File: src/rtl/ser_pkg.sv
// Shared types and defaults for the bit serializer.
package ser_pkg;

  typedef enum logic {
    IDLE  = 1'b0,
    SHIFT = 1'b1
  } ser_state_t;

  localparam int SER_W_DEF     = 8;
  localparam int SER_CNT_W_DEF = 16;

endpackage

File: src/rtl/bit_serializer_if.sv
// Parallel word handshake into the serializer.
interface bit_serializer_if
  import ser_pkg::*;
#(
  parameter int W = SER_W_DEF
);
  logic [W-1:0] din;
  logic         din_valid;
  logic         din_ready;

  modport master (output din, output din_valid, input  din_ready);
  modport slave  (input  din, input  din_valid, output din_ready);
endinterface

File: src/rtl/ser_skid_reg.sv
// One-entry W-bit skid buffer. A load wins over an unload on the same edge,
// so the buffer can be drained into the shifter and refilled at once.
module ser_skid_reg #(
  parameter int W = 8
) (
  input  logic         clk,
  input  logic         rst_n,
  input  logic         load,
  input  logic         unload,
  input  logic [W-1:0] din,
  output logic [W-1:0] q,
  output logic         full
);

  // Capture a word on load; flag clears only when drained without refill.
  always_ff @(posedge clk or negedge rst_n) begin
    if (!rst_n) begin
      q    <= '0;
      full <= 1'b0;
    end else if (load) begin
      q    <= din;
      full <= 1'b1;
    end else if (unload) begin
      full <= 1'b0;
    end
  end

endmodule

File: src/rtl/bit_serializer.sv
// Parallel-to-serial front end: one word shifting, one word held ahead,
// gapless output across back-to-back words.
module bit_serializer
  import ser_pkg::*;
#(
  parameter int W         = SER_W_DEF,
  parameter bit MSB_FIRST = 1'b1,
  parameter bit IDLE_BIT  = 1'b0,
  parameter int CNT_W     = SER_CNT_W_DEF
) (
  input  logic             clk,
  input  logic             rst_n,
  bit_serializer_if.slave  in_bus,
  output logic             x,
  output logic             x_valid,
  output logic             word_done,
  output logic             busy,
  output logic [CNT_W-1:0] words_sent
);

  localparam int CW = $clog2(W);
  localparam logic [CW-1:0] LAST = CW'(W - 1);

  ser_state_t   state, state_nxt;
  logic [W-1:0] sh;
  logic [CW-1:0] cnt;
  logic [W-1:0] hold;
  logic         hold_full;
  logic         xfer, last, load, unload;

  // Ready depends on registers and reset only, never on din_valid.
  assign in_bus.din_ready = rst_n && !hold_full;
  assign xfer   = in_bus.din_valid && in_bus.din_ready;
  assign last   = (state == SHIFT) && (cnt == LAST);
  // A word goes to the buffer while shifting, unless the last-bit edge
  // with an empty buffer lets it bypass straight into the shifter.
  assign load   = xfer && (state == SHIFT) && (!last || hold_full);
  assign unload = last && hold_full;

  ser_skid_reg #(.W(W)) u_skid (
    .clk    (clk),
    .rst_n  (rst_n),
    .load   (load),
    .unload (unload),
    .din    (in_bus.din),
    .q      (hold),
    .full   (hold_full)
  );

  // State register.
  always_ff @(posedge clk or negedge rst_n) begin
    if (!rst_n) state <= IDLE;
    else        state <= state_nxt;
  end

  // Next state: start on a transfer, stop only when nothing follows.
  always_comb begin
    state_nxt = state;
    case (state)
      IDLE:  if (xfer) state_nxt = SHIFT;
      SHIFT: if (last && !hold_full && !xfer) state_nxt = IDLE;
      default: state_nxt = IDLE;
    endcase
  end

  // Shift register, bit index and completed-word counter.
  always_ff @(posedge clk or negedge rst_n) begin
    if (!rst_n) begin
      sh         <= '0;
      cnt        <= '0;
      words_sent <= '0;
    end else if (state == IDLE) begin
      if (xfer) begin
        sh  <= in_bus.din;
        cnt <= '0;
      end
    end else if (!last) begin
      sh  <= MSB_FIRST ? {sh[W-2:0], 1'b0} : {1'b0, sh[W-1:1]};
      cnt <= cnt + CW'(1);
    end else begin
      words_sent <= words_sent + CNT_W'(1);
      if (hold_full) begin
        sh  <= hold;
        cnt <= '0;
      end else if (xfer) begin
        sh  <= in_bus.din;
        cnt <= '0;
      end
    end
  end

  // Outputs decoded from registers only.
  always_comb begin
    x         = (state == SHIFT) ? (MSB_FIRST ? sh[W-1] : sh[0]) : IDLE_BIT;
    x_valid   = (state == SHIFT);
    word_done = last;
    busy      = (state == SHIFT) || hold_full;
  end

endmodule

File: src/flat_wrapper.sv
// flat-port wrapper written by rule: the top's interface ports become plain ports
module bit_serializer_flat import ser_pkg::*;
#(
  parameter int W         = SER_W_DEF,
  parameter bit MSB_FIRST = 1'b1,
  parameter bit IDLE_BIT  = 1'b0,
  parameter int CNT_W     = SER_CNT_W_DEF
)
  (clk, rst_n, x, x_valid, word_done, busy, words_sent, in_bus_din, in_bus_din_valid, in_bus_din_ready);
  bit_serializer_if #(.W(W)) in_bus_i ();
  input  logic clk;
  input  logic rst_n;
  output logic x;
  output logic x_valid;
  output logic word_done;
  output logic busy;
  output logic [CNT_W-1:0] words_sent;
  input wire logic [$bits(in_bus_i.din)-1:0] in_bus_din;
  input wire logic [$bits(in_bus_i.din_valid)-1:0] in_bus_din_valid;
  output wire logic [$bits(in_bus_i.din_ready)-1:0] in_bus_din_ready;
  assign in_bus_i.din = in_bus_din;
  assign in_bus_i.din_valid = in_bus_din_valid;
  assign in_bus_din_ready = in_bus_i.din_ready;
  bit_serializer #(.W(W), .MSB_FIRST(MSB_FIRST), .IDLE_BIT(IDLE_BIT), .CNT_W(CNT_W)) u_core (.clk(clk), .rst_n(rst_n), .in_bus(in_bus_i), .x(x), .x_valid(x_valid), .word_done(word_done), .busy(busy), .words_sent(words_sent));
endmodule
File: config.mk
export PLATFORM = sky130hd
export DESIGN_NAME = bit_serializer_flat
export DESIGN_NICKNAME = d
export VERILOG_FILES = /design/src/rtl/ser_pkg.sv /design/src/rtl/bit_serializer_if.sv /design/src/rtl/ser_skid_reg.sv /design/src/rtl/bit_serializer.sv /design/src/flat_wrapper.sv
export SDC_FILE = /design/constraint.sdc
export NUM_CORES = 1
export LEC_CHECK = 0
export BUFFER_PORTS_ARGS = -buffer_cell sky130_fd_sc_hd__buf_2
export CAP_MARGIN = 20
export CORE_MARGIN = 8
export CORE_UTILIZATION = 55
export DETAILED_ROUTE_END_ITERATION = 8
export GPL_TIMING_DRIVEN = 0
export HOLD_SLACK_MARGIN = 0.06
export PLACE_DENSITY = 0.79
export SLEW_MARGIN = 30
export SYNTH_ARGS = -nofsm -noshare
export SYNTH_HDL_FRONTEND = slang
export SYNTH_SLANG_ARGS = --single-unit
File: constraint.sdc
create_clock -name clk -period 2.1 [get_ports clk]
set_input_delay 0.105 -clock clk [delete_from_list [all_inputs] [get_ports clk]]
set_output_delay 0.105 -clock clk [all_outputs]
set_load 0.02 [all_outputs]
After elaboration in Yosys (flattened, before gate mapping)
Cells that the tools add are included.

cells by class
  $add $sub $neg = 2
  bitwise logic cells = 1
  muxes and demuxes = 14
  equality and inequality tests = 1
  reductions and logical operators = 15

operators by type and width
  cell                     count
  $mux W8                  4
  $add A16 B1 Y16 const B  1
  $mux W3                  4
  $logic_and A1 B1 Y1      8
  $mux W1                  5
  $add A3 B1 Y3 const B    1
  $eq A3 B3 Y1 const B     1
  $logic_not A1 Y1         3
  $logic_or A1 B1 Y1       2
  $pmux W1 S2              1
  $reduce_and A2 Y1        1
  $reduce_bool A2 Y1       1
  $not A1 Y1               1

storage, ports and cells
  register bits = 37
  input port bits = 11
  output and inout port bits = 21
  word-level logic and storage cells = 39

Depth between registers and ports, before layout
Gate-level depths: netlist of the first run.

  depth in word-level cells = 7
  gate-level depth with buffers = 8
  gate-level depth less buffers = 7

By module
From an unflattened synthesis of the first run, not the netlist that was laid out.

second synthesis, totals
  cell total of the unflattened synthesis = 156
  area total of the unflattened synthesis = 1865.5 um2

modules (own cells, without submodules)
  module          cells each  area an instance (um2)  seq. area each (um2)  times used
  bit_serializer  136         1496.4                  700.7                 1
  ser_skid_reg    20          369.1                   225.2                 1

Least setup slack after synthesis of the first run
Ideal clock, no wire load.

  path kind = reg2reg
  start = register u_core.cnt[0]
  end = register u_core.u_skid.q[0]
  data arrival time = 1.686 ns
  clock period less this slack = 1.811 ns
  library setup time = 0.125 ns
  data required time = 1.975 ns
  slack = 0.289 ns
  cell stages (with the launch flop) = 8
  buffers on the path = 1
  cell sequence = dfrtp_1 ha_1 ha_1 buf_4 inv_1 nand2_2 nor2_8 mux2_2

on the way
  cells in the longest elaborated chain, start to end = 5

ends and longest elaborated chain
  element                   RTL line              source
  start: declaration        bit_serializer.sv:26  logic [CW-1:0] cnt;
  start signal: assignment  bit_serializer.sv:79  cnt <= cnt + CW'(1);
  $eq A3 B3 Y1              bit_serializer.sv:34  assign last = (state == SHIFT) && (cnt == LAST);
  $logic_and A1 B1 Y1       bit_serializer.sv:34
  $logic_not A1 Y1          bit_serializer.sv:37  assign load = xfer && (state == SHIFT) && (!last || hold_full);
  $logic_or A1 B1 Y1        bit_serializer.sv:37
  $logic_and A1 B1 Y1       bit_serializer.sv:37
  end signal: assignment    ser_skid_reg.sv:21    q <= din;
  end: declaration          ser_skid_reg.sv:11    output logic [W-1:0] q,

No other way between the ends.
A chain may end at the register's enable or synchronous reset.

Final worst setup path of the first run
  start = register u_core.cnt[0]
  end = register u_core.u_skid.q[2]

Same word-level chain as after synthesis.

==> impl_metrics.env, run 1 <==
export IMPL_status="finished, final reports clean"
export IMPL_hold_slack_ps=312.6
export IMPL_final_antenna_net_count=0
export IMPL_synth_xor_area_share_pct=7.226
export IMPL_synth_edf_count=0
export IMPL_synth_most_common_cell="dfrtp_1"
export IMPL_pre_cts_ws_ps=24.32
export IMPL_cp_slowest_cell="dfrtp_1"
export IMPL_end_kind="flip-flop"
export IMPL_clock_fmax_mhz=501.9
export IMPL_period_minus_slack_ps=1992
export IMPL_die_h_um=73.49
export IMPL_via_per_inst=5.484
export IMPL_grt_pass1_wl_um=6341
export IMPL_wire_per_inst_um=15.64
export IMPL_antenna_found_initial=0
export IMPL_gp_congestion=0.7338
export IMPL_first_pass_iters=4
export IMPL_root_buffer="clkbuf_4"
export IMPL_yosys_warnings=0
export IMPL_cts_sinks=37
export IMPL_min_path_type="primary input to async pin"
export IMPL_r2r_end="u_core.u_skid.q[2]"
export IMPL_post_route_period_util_pct=94.88
export IMPL_yosys_top_cells_area="dfrtp_1 51%, mux2_2 14%, xnor2_1 5.3%, o22ai_1 4.8%, ha_1 2.1%"
export IMPL_synth_top_family_by_area="multiplexers"
export IMPL_grt_pass1_vias=1385
export IMPL_yosysSeqAreaShare_pct=50.93
export IMPL_wirelength_um=3817
export IMPL_vias=1338
export IMPL_p_per_area_nw_per_um2=1186
export IMPL_worstSetupPathType="flip-flop to flip-flop"
export IMPL_max_stage_delay_ps=410
export IMPL_cts_resized=0
export IMPL_reg2reg_depth=7
export IMPL_cp_cell_sequence="ha_1 -> ha_1 -> buf_4 -> inv_1 -> nand2_2 -> nor2_8 -> mux2_2"
export IMPL_syn_to_final_growth_pct=20.58
export IMPL_dp_hpwl_um=2613
export IMPL_slew_headroom_pct=68.10
export IMPL_die_area_um2=5401
export IMPL_cp_common_cell="ha_1"
export IMPL_route_detailed_drc=0
export IMPL_ctsLongestPathBuffers=2
export IMPL_drv_slew=0
export IMPL_setup_viol=0
export IMPL_power_frac_clock_pct=14.0
export IMPL_rr_startpoint="u_core.cnt[0]"
export IMPL_synth_compound_area_share_pct=9.153
export IMPL_rrSetupSlack_ps=110
export IMPL_drtIter0Drc=84
export IMPL_hold_viol_final=0
export IMPL_synth_mux_area_share_pct=15.90
export IMPL_synth_nets=163
export IMPL_synth_seq_cells=37
export IMPL_htreeDepth=2
export IMPL_required_ps=2330
export IMPL_synth_top_area_share_pct=50.93
export IMPL_drive_gt1_share_pct=36.36
export IMPL_rsz0062_at_grt="false"
export IMPL_combPwrFrac_pct=43.0
export IMPL_yosysTopAreaCell="dfrtp_1"
export IMPL_clock_skew_ps=8.133
export IMPL_yosys_cell_types_count=32
export IMPL_finalSetupTns_ps=0
export IMPL_grt_max_degree=38
export IMPL_cts_buffers=5
export IMPL_synthCells=149
export IMPL_post_cts_buffers=0
export IMPL_netSwitchingFraction_pct=37.95
export IMPL_start_util_pct=55.80
export IMPL_final_setup_worst_slack_ps=107.5
export IMPL_p_total_uw=2601
export IMPL_insertedDiodeCount=0
export IMPL_p_leak_uw=0.001047
export IMPL_synth_fa_ha_area_share_pct=2.065
export IMPL_p_switching_uw=987.0
export IMPL_io_buffers=31
export IMPL_synthSimpleGateAreaFrac_pct=12.25
export IMPL_yosys_top_cells_count="37 x dfrtp_1, 23 x mux2_2, 14 x o22ai_1"
export IMPL_max_cap_violations=0
export IMPL_cts_tree="yes"
export IMPL_overflow=0
export IMPL_io_pins=32
export IMPL_clk_pin_slew_ps=120
export IMPL_insertion_delay_ps=340
export IMPL_post_route_cell_area_um2=2192
export IMPL_die_w_um=73.49
export IMPL_placed_area_um2=2031
export IMPL_arrival_ps=2220
export IMPL_synth_avg_cell_area_um2=12.20
export IMPL_worstMarginPinSlew_ps=478.5
export IMPL_crit_fanout=10
export IMPL_synthArstFlopShare_pct=100.0
export IMPL_worstSetupStartpointType="flip-flop"
export IMPL_fin_nets=211
export IMPL_intPower_uw=1614
export IMPL_netlist_area_um2=1818
export IMPL_synth_main_ff_cell="dfrtp_1"
export IMPL_p_seq_share_pct=43.0
export IMPL_ir_drop_uv=729.7
export IMPL_placementRows=21
export IMPL_coreArea_um2=3258
export IMPL_gr_usage_all_layers_pct=15.30
power groups by stage:
stage / clock [µW] / combinational (µW) / sequential, µW
final: 364 / 1120 / 1120
after global routing: 413 / 1220 / 1150
after CTS: 378 / 1120 / 1120
after detailed placement: 0 / 1100 / 1130
after global placement: 0 / 1060 / 1110
after floorplan: 0 / 808 / 1140
layout make-up:
class,instances,area [µm²]
clock buffers,6,41.29
repair buffers,41,265.3
well taps,46,57.56
plain buffers,5,33.78
fillers,276,1066
flip-flops and latches,37,925.9
inverters,3,11.26
multi-input cells,104,847.1
clock inverters,2,10.01
registers in the layout, indices dropped and copies added, names as in the netlist:
signal              cells
u_core.words_sent      16
u_core.sh               8
u_core.u_skid.q         8
u_core.cnt              3
u_core.u_skid.full      1
u_core.x_valid          1
worst max path at each step:
stage,startpoint,end,slack [ps]
4_1_cts,u_core.cnt[0],u_core.u_skid.q[3],80
3_3_place_gp,u_core.cnt[0],u_core.u_skid.q[6],110
5_1_grt,u_core.cnt[0],u_core.u_skid.q[7],10
6_report,u_core.cnt[0],u_core.u_skid.q[2],110
3_5_place_dp,rst_n,u_core.sh[6],20
2_1_floorplan,u_core.cnt[0],u_core.u_skid.q[0],290
stage by stage:
step                      utilization, %  std cells
final                              67.28        244
after global routing               67.28        244
after floorplan                        -        149
after detailed placement           62.33        226
after CTS                          67.28        244
after global placement             62.33        226
worst max-delay path, delay by kind of cell (launching register included):
| kind | cells | cell delay [ps] |
|---|---|---|
| AND/OR/NAND/NOR | 2 | 400 |
| adder cells (fa/ha/maj) | 2 | 440 |
| flip-flops | 1 | 410 |
| buffers and inverters | 2 | 290 |
| multiplexers | 1 | 360 |
cell usage in the layout, fill, tap and decap left out, types with 2 or more instances in the layout:
cell / netlist / routed
o21ai_0: 2 / 2
mux2_2: 23 / 23
o22ai_1: 14 / 14
xnor2_1: 11 / 11
clkbuf_1: 2 / 3
and4_1: 2 / 2
buf_4: 2 / 2
and2_1: 2 / 2
clkinv_2: 0 / 2
nor2b_1: 2 / 2
nor2_1: 2 / 2
xor2_1: 4 / 4
a21oi_1: 7 / 7
ha_1: 3 / 3
nand2_1: 8 / 8
nand3_1: 5 / 5
nand4_1: 2 / 2
a22o_1: 2 / 2
and3_1: 2 / 2
dfrtp_1: 37 / 37
buf_2: 0 / 31
dlygate4sd3_1: 0 / 9
mux2i_1: 3 / 3
inv_1: 3 / 3
clkbuf_4: 0 / 5
cells by family (layout without fill, tap and decap cells):
group	Yosys count	in the layout
AO/OA/AOI/OAI	27	27
XOR/XNOR	15	15
adder cells (fa/ha/maj)	3	3
buffers and inverters	8	57
flip-flops	37	37
multiplexers	26	26
AND/OR/NAND/NOR	33	33
repair_timing:
| action | 4_1_cts | 5_1_grt |
|---|---|---|
| setup endpoints to repair | 0 | 5 |
| hold endpoints to repair | 45 | 0 |
| hold buffers | 10 | 0 |
metal layers:
| layer | global-route usage (%) | share of wire, % |
|---|---|---|
| met4 | 5.765 | 0.71 |
| met2 | 26.08 | 50 |
| met3 | 6.412 | 5.6 |
| met5 | 0 | 0 |
| met1 | 16.33 | 43 |
Note: power is estimated with default switching activity, not from simulation.
==> run 2, diff against run 1 <==
--- a/config.mk
+++ b/config.mk
@@ -10,7 +10,6 @@
 export CORE_MARGIN = 8
 export CORE_UTILIZATION = 55
 export DETAILED_ROUTE_END_ITERATION = 8
-export GPL_TIMING_DRIVEN = 0
 export HOLD_SLACK_MARGIN = 0.06
 export PLACE_DENSITY = 0.79
 export SLEW_MARGIN = 30
==> run 2 against run 1 <==
Compared with the run above: core utilization up 0.65 points; via count down 0.67%; final cell count down 0.41%; count of clock-buffer cells in the layout unchanged; critical endpoint is now u_core.u_skid.q[6]; clock skew down 1.9 ps; combinational power about the same; setup slack better by 29 ps; routed wire length up 0.79%; highest routed layer unchanged; fmax up 1.5%; die area unchanged.
==> impl_metrics.env, run 2 (same netlist as run 1, synthesis figures left out) <==
export IMPL_status="finished, final reports clean"
export IMPL_drive_gt1_share_pct=37.56
export IMPL_syn_to_final_growth_pct=21.75
export IMPL_placementRows=21
export IMPL_die_h_um=73.49
export IMPL_clock_skew_ps=6.197
export IMPL_crit_fanout=12
export IMPL_overflow=0
export IMPL_hold_viol_final=0
export IMPL_route_detailed_drc=0
export IMPL_combPwrFrac_pct=40.5
export IMPL_wire_per_inst_um=15.83
export IMPL_r2r_end="u_core.u_skid.q[6]"
export IMPL_root_buffer="clkbuf_4"
export IMPL_mostFrequentLayoutCells="37 x dfrtp_1, 31 x buf_2, 23 x mux2_2, 14 x o22ai_1, 11 x xnor2_1"
export IMPL_vias=1329
export IMPL_post_route_period_util_pct=93.49
export IMPL_worstSetupPathType="primary input to flip-flop"
export IMPL_worstSetupStartpointType="primary input"
export IMPL_p_leak_uw=0.001058
export IMPL_drv_slew=0
export IMPL_max_cap_violations=0
export IMPL_first_pass_iters=6
export IMPL_slew_headroom_pct=52.01
export IMPL_required_ps=2350
export IMPL_power_frac_clock_pct=19.0
export IMPL_grt_max_degree=30
export IMPL_gr_usage_all_layers_pct=15.35
export IMPL_insertedDiodeCount=0
export IMPL_fin_nets=210
export IMPL_antenna_found_initial=0
export IMPL_largest_reg_flops=16
export IMPL_cts_tree="yes"
export IMPL_coreArea_um2=3258
export IMPL_intPower_uw=1780
export IMPL_post_cts_buffers=0
export IMPL_finalSetupTns_ps=0
export IMPL_drtIter0Drc=146
export IMPL_wirelength_um=3847
export IMPL_largest_register="u_core.words_sent"
export IMPL_clock_fmax_mhz=509.3
export IMPL_grt_pass1_vias=1295
export IMPL_worstMarginPinSlew_ps=717.6
export IMPL_period_minus_slack_ps=1963
export IMPL_top_regs="u_core.words_sent: 16 flops, u_core.sh: 8 flops, u_core.u_skid.q: 8 flops"
export IMPL_rr_startpoint="u_core.u_skid.full"
export IMPL_via_per_inst=5.469
export IMPL_post_route_cell_area_um2=2213
export IMPL_htreeDepth=2
export IMPL_io_buffers=31
export IMPL_hold_slack_ps=143.2
export IMPL_setup_viol=0
export IMPL_cts_sinks=37
export IMPL_p_total_uw=2797
export IMPL_ir_drop_uv=577.5
export IMPL_reg2reg_depth=3
export IMPL_end_kind="flip-flop"
export IMPL_min_path_type="primary input to async pin"
export IMPL_grt_pass1_wl_um=6320
export IMPL_p_switching_uw=1017
export IMPL_clk_pin_slew_ps=120
export IMPL_mostFrequentLayoutCell="dfrtp_1"
export IMPL_p_seq_share_pct=40.5
export IMPL_arrival_ps=2210
export IMPL_rsz0062_at_grt="false"
export IMPL_ctsLongestPathBuffers=2
export IMPL_rrSetupSlack_ps=270
export IMPL_gp_congestion=0.8114
export IMPL_io_pins=32
export IMPL_start_util_pct=55.80
export IMPL_cts_buffers=5
export IMPL_insertion_delay_ps=350
export IMPL_dp_hpwl_um=2684
export IMPL_final_antenna_net_count=0
export IMPL_p_per_area_nw_per_um2=1264
export IMPL_die_w_um=73.49
export IMPL_netSwitchingFraction_pct=36.36
export IMPL_cts_resized=0
export IMPL_die_area_um2=5401
export IMPL_placed_area_um2=2034
## run 2: worst max-delay path by stage
stage,endpoint,slack (ps),from
after global placement,u_core.words_sent[15],340,u_core.cnt[0]
after CTS,u_core.u_skid.q[6],140,rst_n
after detailed placement,u_core.words_sent[15],280,u_core.cnt[0]
final,u_core.u_skid.q[6],140,rst_n
after floorplan,u_core.u_skid.q[0],290,u_core.cnt[0]
after global routing,u_core.u_skid.q[0],70,rst_n
## run 2: worst max-delay path: stages
cell	delay, ps
dlygate4sd3_1	520
buf_2	260
nand3b_1	550
nor2_8	390
mux2_2	370
## run 2: stage by stage
step / util (%) / setup WS [ps] / std cells
6_report: 67.93 / 136.6 / 243
3_5_place_dp: 62.44 / 282.1 / 226
2_1_floorplan: - / 289.5 / 149
4_1_cts: 67.93 / 144.5 / 243
3_3_place_gp: 62.44 / 338.5 / 226
5_1_grt: 67.93 / 66.88 / 243
## run 2: final cells by class
type / instances / area [µm²]
Tap cell: 46 / 57.56
Timing Repair Buffer: 45 / 282.8
Inverter: 3 / 11.26
Sequential cell: 37 / 925.9
Fill cell: 268 / 1045
Clock inverter: 2 / 37.54
Multi-Input combinational cell: 104 / 847.1
Clock buffer: 6 / 51.30
## run 2: layer usage
layer | routed length, µm | global-route usage [%] | share of wire (%)
met1 | 1628 | 18.72 | 42
met2 | 1870 | 24.41 | 49
met3 | 277 | 3.683 | 7.2
met4 | 71 | 7.982 | 1.8
met5 | 0 | 0 | 0
## run 2: power by group through the flow
| stage | Clock (µW) | Combinational (µW) | Sequential, µW |
|---|---|---|---|
| floorplan | 0 | 808 | 1140 |
| global placement | 0 | 1070 | 1130 |
| detailed placement | 0 | 1110 | 1140 |
| CTS | 535 | 1130 | 1130 |
| global route | 567 | 1240 | 1160 |
| finish | 532 | 1130 | 1130 |
## run 2: repair_timing
item                       CTS  global route
hold endpoints to repair    45             0
setup endpoints to repair    0             0
hold buffers                 9             0
==> run 3, diff against run 2 <==
--- a/config.mk
+++ b/config.mk
@@ -7,11 +7,13 @@
 export LEC_CHECK = 0
 export BUFFER_PORTS_ARGS = -buffer_cell sky130_fd_sc_hd__buf_2
 export CAP_MARGIN = 20
+export CELL_PAD_IN_SITES_DETAIL_PLACEMENT = 2
+export CELL_PAD_IN_SITES_GLOBAL_PLACEMENT = 2
 export CORE_MARGIN = 8
-export CORE_UTILIZATION = 55
+export CORE_UTILIZATION = 36
 export DETAILED_ROUTE_END_ITERATION = 8
 export HOLD_SLACK_MARGIN = 0.06
-export PLACE_DENSITY = 0.79
+export PLACE_DENSITY_LB_ADDON = 0.1
 export SLEW_MARGIN = 30
 export SYNTH_ARGS = -nofsm -noshare
 export SYNTH_HDL_FRONTEND = slang
==> run 3 against run 2 <==
Compared with the run above: die area rose by 40%; sequential power barely moved; final cell count grew 7.8%; fmax increased by 10%; core utilization shrank 24 points; hold slack got worse by 73 ps.
==> impl_metrics.env, run 3 (same netlist as run 1, synthesis figures left out) <==
export IMPL_status="finished, final reports clean"
export IMPL_grt_max_degree=38
export IMPL_htreeDepth=2
export IMPL_p_leak_uw=0.001039
export IMPL_r2r_end="u_core.words_sent[15]"
export IMPL_gr_usage_all_layers_pct=14.08
export IMPL_placementRows=26
export IMPL_largest_register="u_core.words_sent"
export IMPL_vias=1355
export IMPL_whs_path_depth=2
export IMPL_drtIter0Drc=12
export IMPL_wire_per_inst_um=18.57
export IMPL_final_cells=262
export IMPL_grt_pass1_wl_um=8086
export IMPL_min_path_type="primary input to flip-flop"
export IMPL_worstMarginPinSlew_ps=483.9
export IMPL_largest_reg_flops=16
export IMPL_final_antenna_net_count=0
export IMPL_io_buffers=31
export IMPL_die_w_um=87.07
export IMPL_insertion_delay_ps=290
export IMPL_syn_to_final_growth_pct=20.78
export IMPL_setup_viol=0
export IMPL_rrSetupSlack_ps=320
export IMPL_p_total_uw=2838
export IMPL_worstSetupStartpointType="flip-flop"
export IMPL_drv_slew=0
export IMPL_hold_viol_final=0
export IMPL_post_route_period_util_pct=84.92
export IMPL_arrival_ps=1960
export IMPL_min_delay_worst_endpoint="u_core.u_skid.q[5]"
export IMPL_io_pins=32
export IMPL_reg2reg_depth=6
export IMPL_via_per_inst=5.172
export IMPL_coreArea_um2=4977
export IMPL_root_buffer="clkbuf_8"
export IMPL_cts_tree="yes"
export IMPL_crit_fanout=8
export IMPL_fin_nets=206
export IMPL_top_regs="u_core.words_sent: 16 flops, u_core.sh: 8 flops, u_core.u_skid.q: 8 flops"
export IMPL_wirelength_um=4866
export IMPL_mostFrequentLayoutCells="37 x dfrtp_1, 31 x buf_2, 23 x mux2_2, 14 x o22ai_1, 11 x xnor2_1"
export IMPL_first_pass_iters=4
export IMPL_cp_cell_sequence="ha_1 -> ha_2 -> nand2_4 -> nor4_4 -> nand4_1 -> xnor2_1"
export IMPL_max_cap_violations=0
export IMPL_grt_pass1_vias=1593
export IMPL_clk_pin_slew_ps=70
export IMPL_overflow=0
export IMPL_cp_slowest_cell="nor4_4"
export IMPL_insertedDiodeCount=0
export IMPL_min_from="in_bus_din[5]"
export IMPL_cts_buffers=5
export IMPL_slew_headroom_pct=67.74
export IMPL_worstSetupPathType="flip-flop to flip-flop"
export IMPL_rr_startpoint="u_core.cnt[0]"
export IMPL_ir_drop_uv=454.2
export IMPL_mostFrequentLayoutCell="dfrtp_1"
export IMPL_finalSetupTns_ps=0
export IMPL_p_per_area_nw_per_um2=1293
export IMPL_dp_hpwl_um=3579
export IMPL_hold_slack_ps=69.88
export IMPL_clock_skew_ps=7.381
export IMPL_route_detailed_drc=0
export IMPL_rsz0062_at_grt="false"
export IMPL_die_area_um2=7580
export IMPL_required_ps=2270
export IMPL_max_stage_delay_ps=430
export IMPL_die_h_um=87.07
export IMPL_end_kind="flip-flop"
export IMPL_start_util_pct=36.53
export IMPL_placed_cells=253
export IMPL_cts_sinks=37
export IMPL_drive_gt1_share_pct=39.58
export IMPL_post_cts_buffers=0
export IMPL_period_minus_slack_ps=1783
export IMPL_ctsLongestPathBuffers=2
export IMPL_clock_fmax_mhz=560.8
export IMPL_gp_congestion=0.7348
export IMPL_antenna_found_initial=0
-- run 3: cell types whose count changed in the layout (fill, tap and decap cells not counted), sizes merged --
cell         before  now
clkinvlp          1    0
buf              36   39
dlygate4sd3       9    2
bufinv            1    0
clkbuf            6    7
-- run 3: per-layer routing --
layer	global-route usage, %	vias to the layer above	routed length, µm
met1	14.87	700	1934
met4	5.790	0	99
li1	-	625	-
met5	0	-	0
met2	25.40	22	2636
met3	4.151	8	196
-- run 3: how the worst max path moves through the flow --
stage,start,endpoint,slack [ps],cells past startpoint
after floorplan,u_core.cnt[0],u_core.u_skid.q[0],290,7
after global placement,u_core.cnt[0],u_core.words_sent[15],240,6
after detailed placement,u_core.cnt[0],u_core.words_sent[10],180,6
after CTS,u_core.cnt[0],u_core.words_sent[10],120,6
after global routing,u_core.cnt[0],u_core.words_sent[10],140,6
final,u_core.cnt[0],u_core.words_sent[15],320,6
-- run 3: what timing repair did --
action                     in CTS  in global routing
setup endpoints to repair       0                  1
resized for setup               0                  1
hold buffers                    2                  0
hold endpoints to repair       38                  0
-- run 3: through the flow --
step	util [%]	setup slack, ps	cell area, µm²
after global routing	44.12	141.6	2196
after CTS	44.07	119.6	2193
after floorplan	-	289.5	1818
after detailed placement	41.93	177.5	2087
after global placement	41.93	242.0	2087
final	44.12	316.7	2196
-- run 3: cell type report --
cell class | instances | area, µm²
Fill cell | 531 | 2781
Sequential cell | 37 | 925.9
Multi-Input combinational cell | 104 | 849.6
Timing Repair Buffer | 41 | 235.2
Tap cell | 70 | 87.58
Clock buffer | 7 | 86.33
Inverter | 3 | 11.26
-- run 3: power by group --
part           switching, µW  internal (µW)  leakage, µW  total (µW)
registers                196            949     0.000465        1150
logic                    627            559     0.000529        1190
clock network            246            260    0.0000443         507
total                   1070           1770      0.00104        2840
-- run 3: critical path, delay by kind of cell (launching register included) --
| kind | cells | cell delay (ps) |
|---|---|---|
| simple gates | 3 | 680 |
| fa+ha+maj | 2 | 460 |
| flops | 1 | 370 |
| xor+xnor | 1 | 150 |
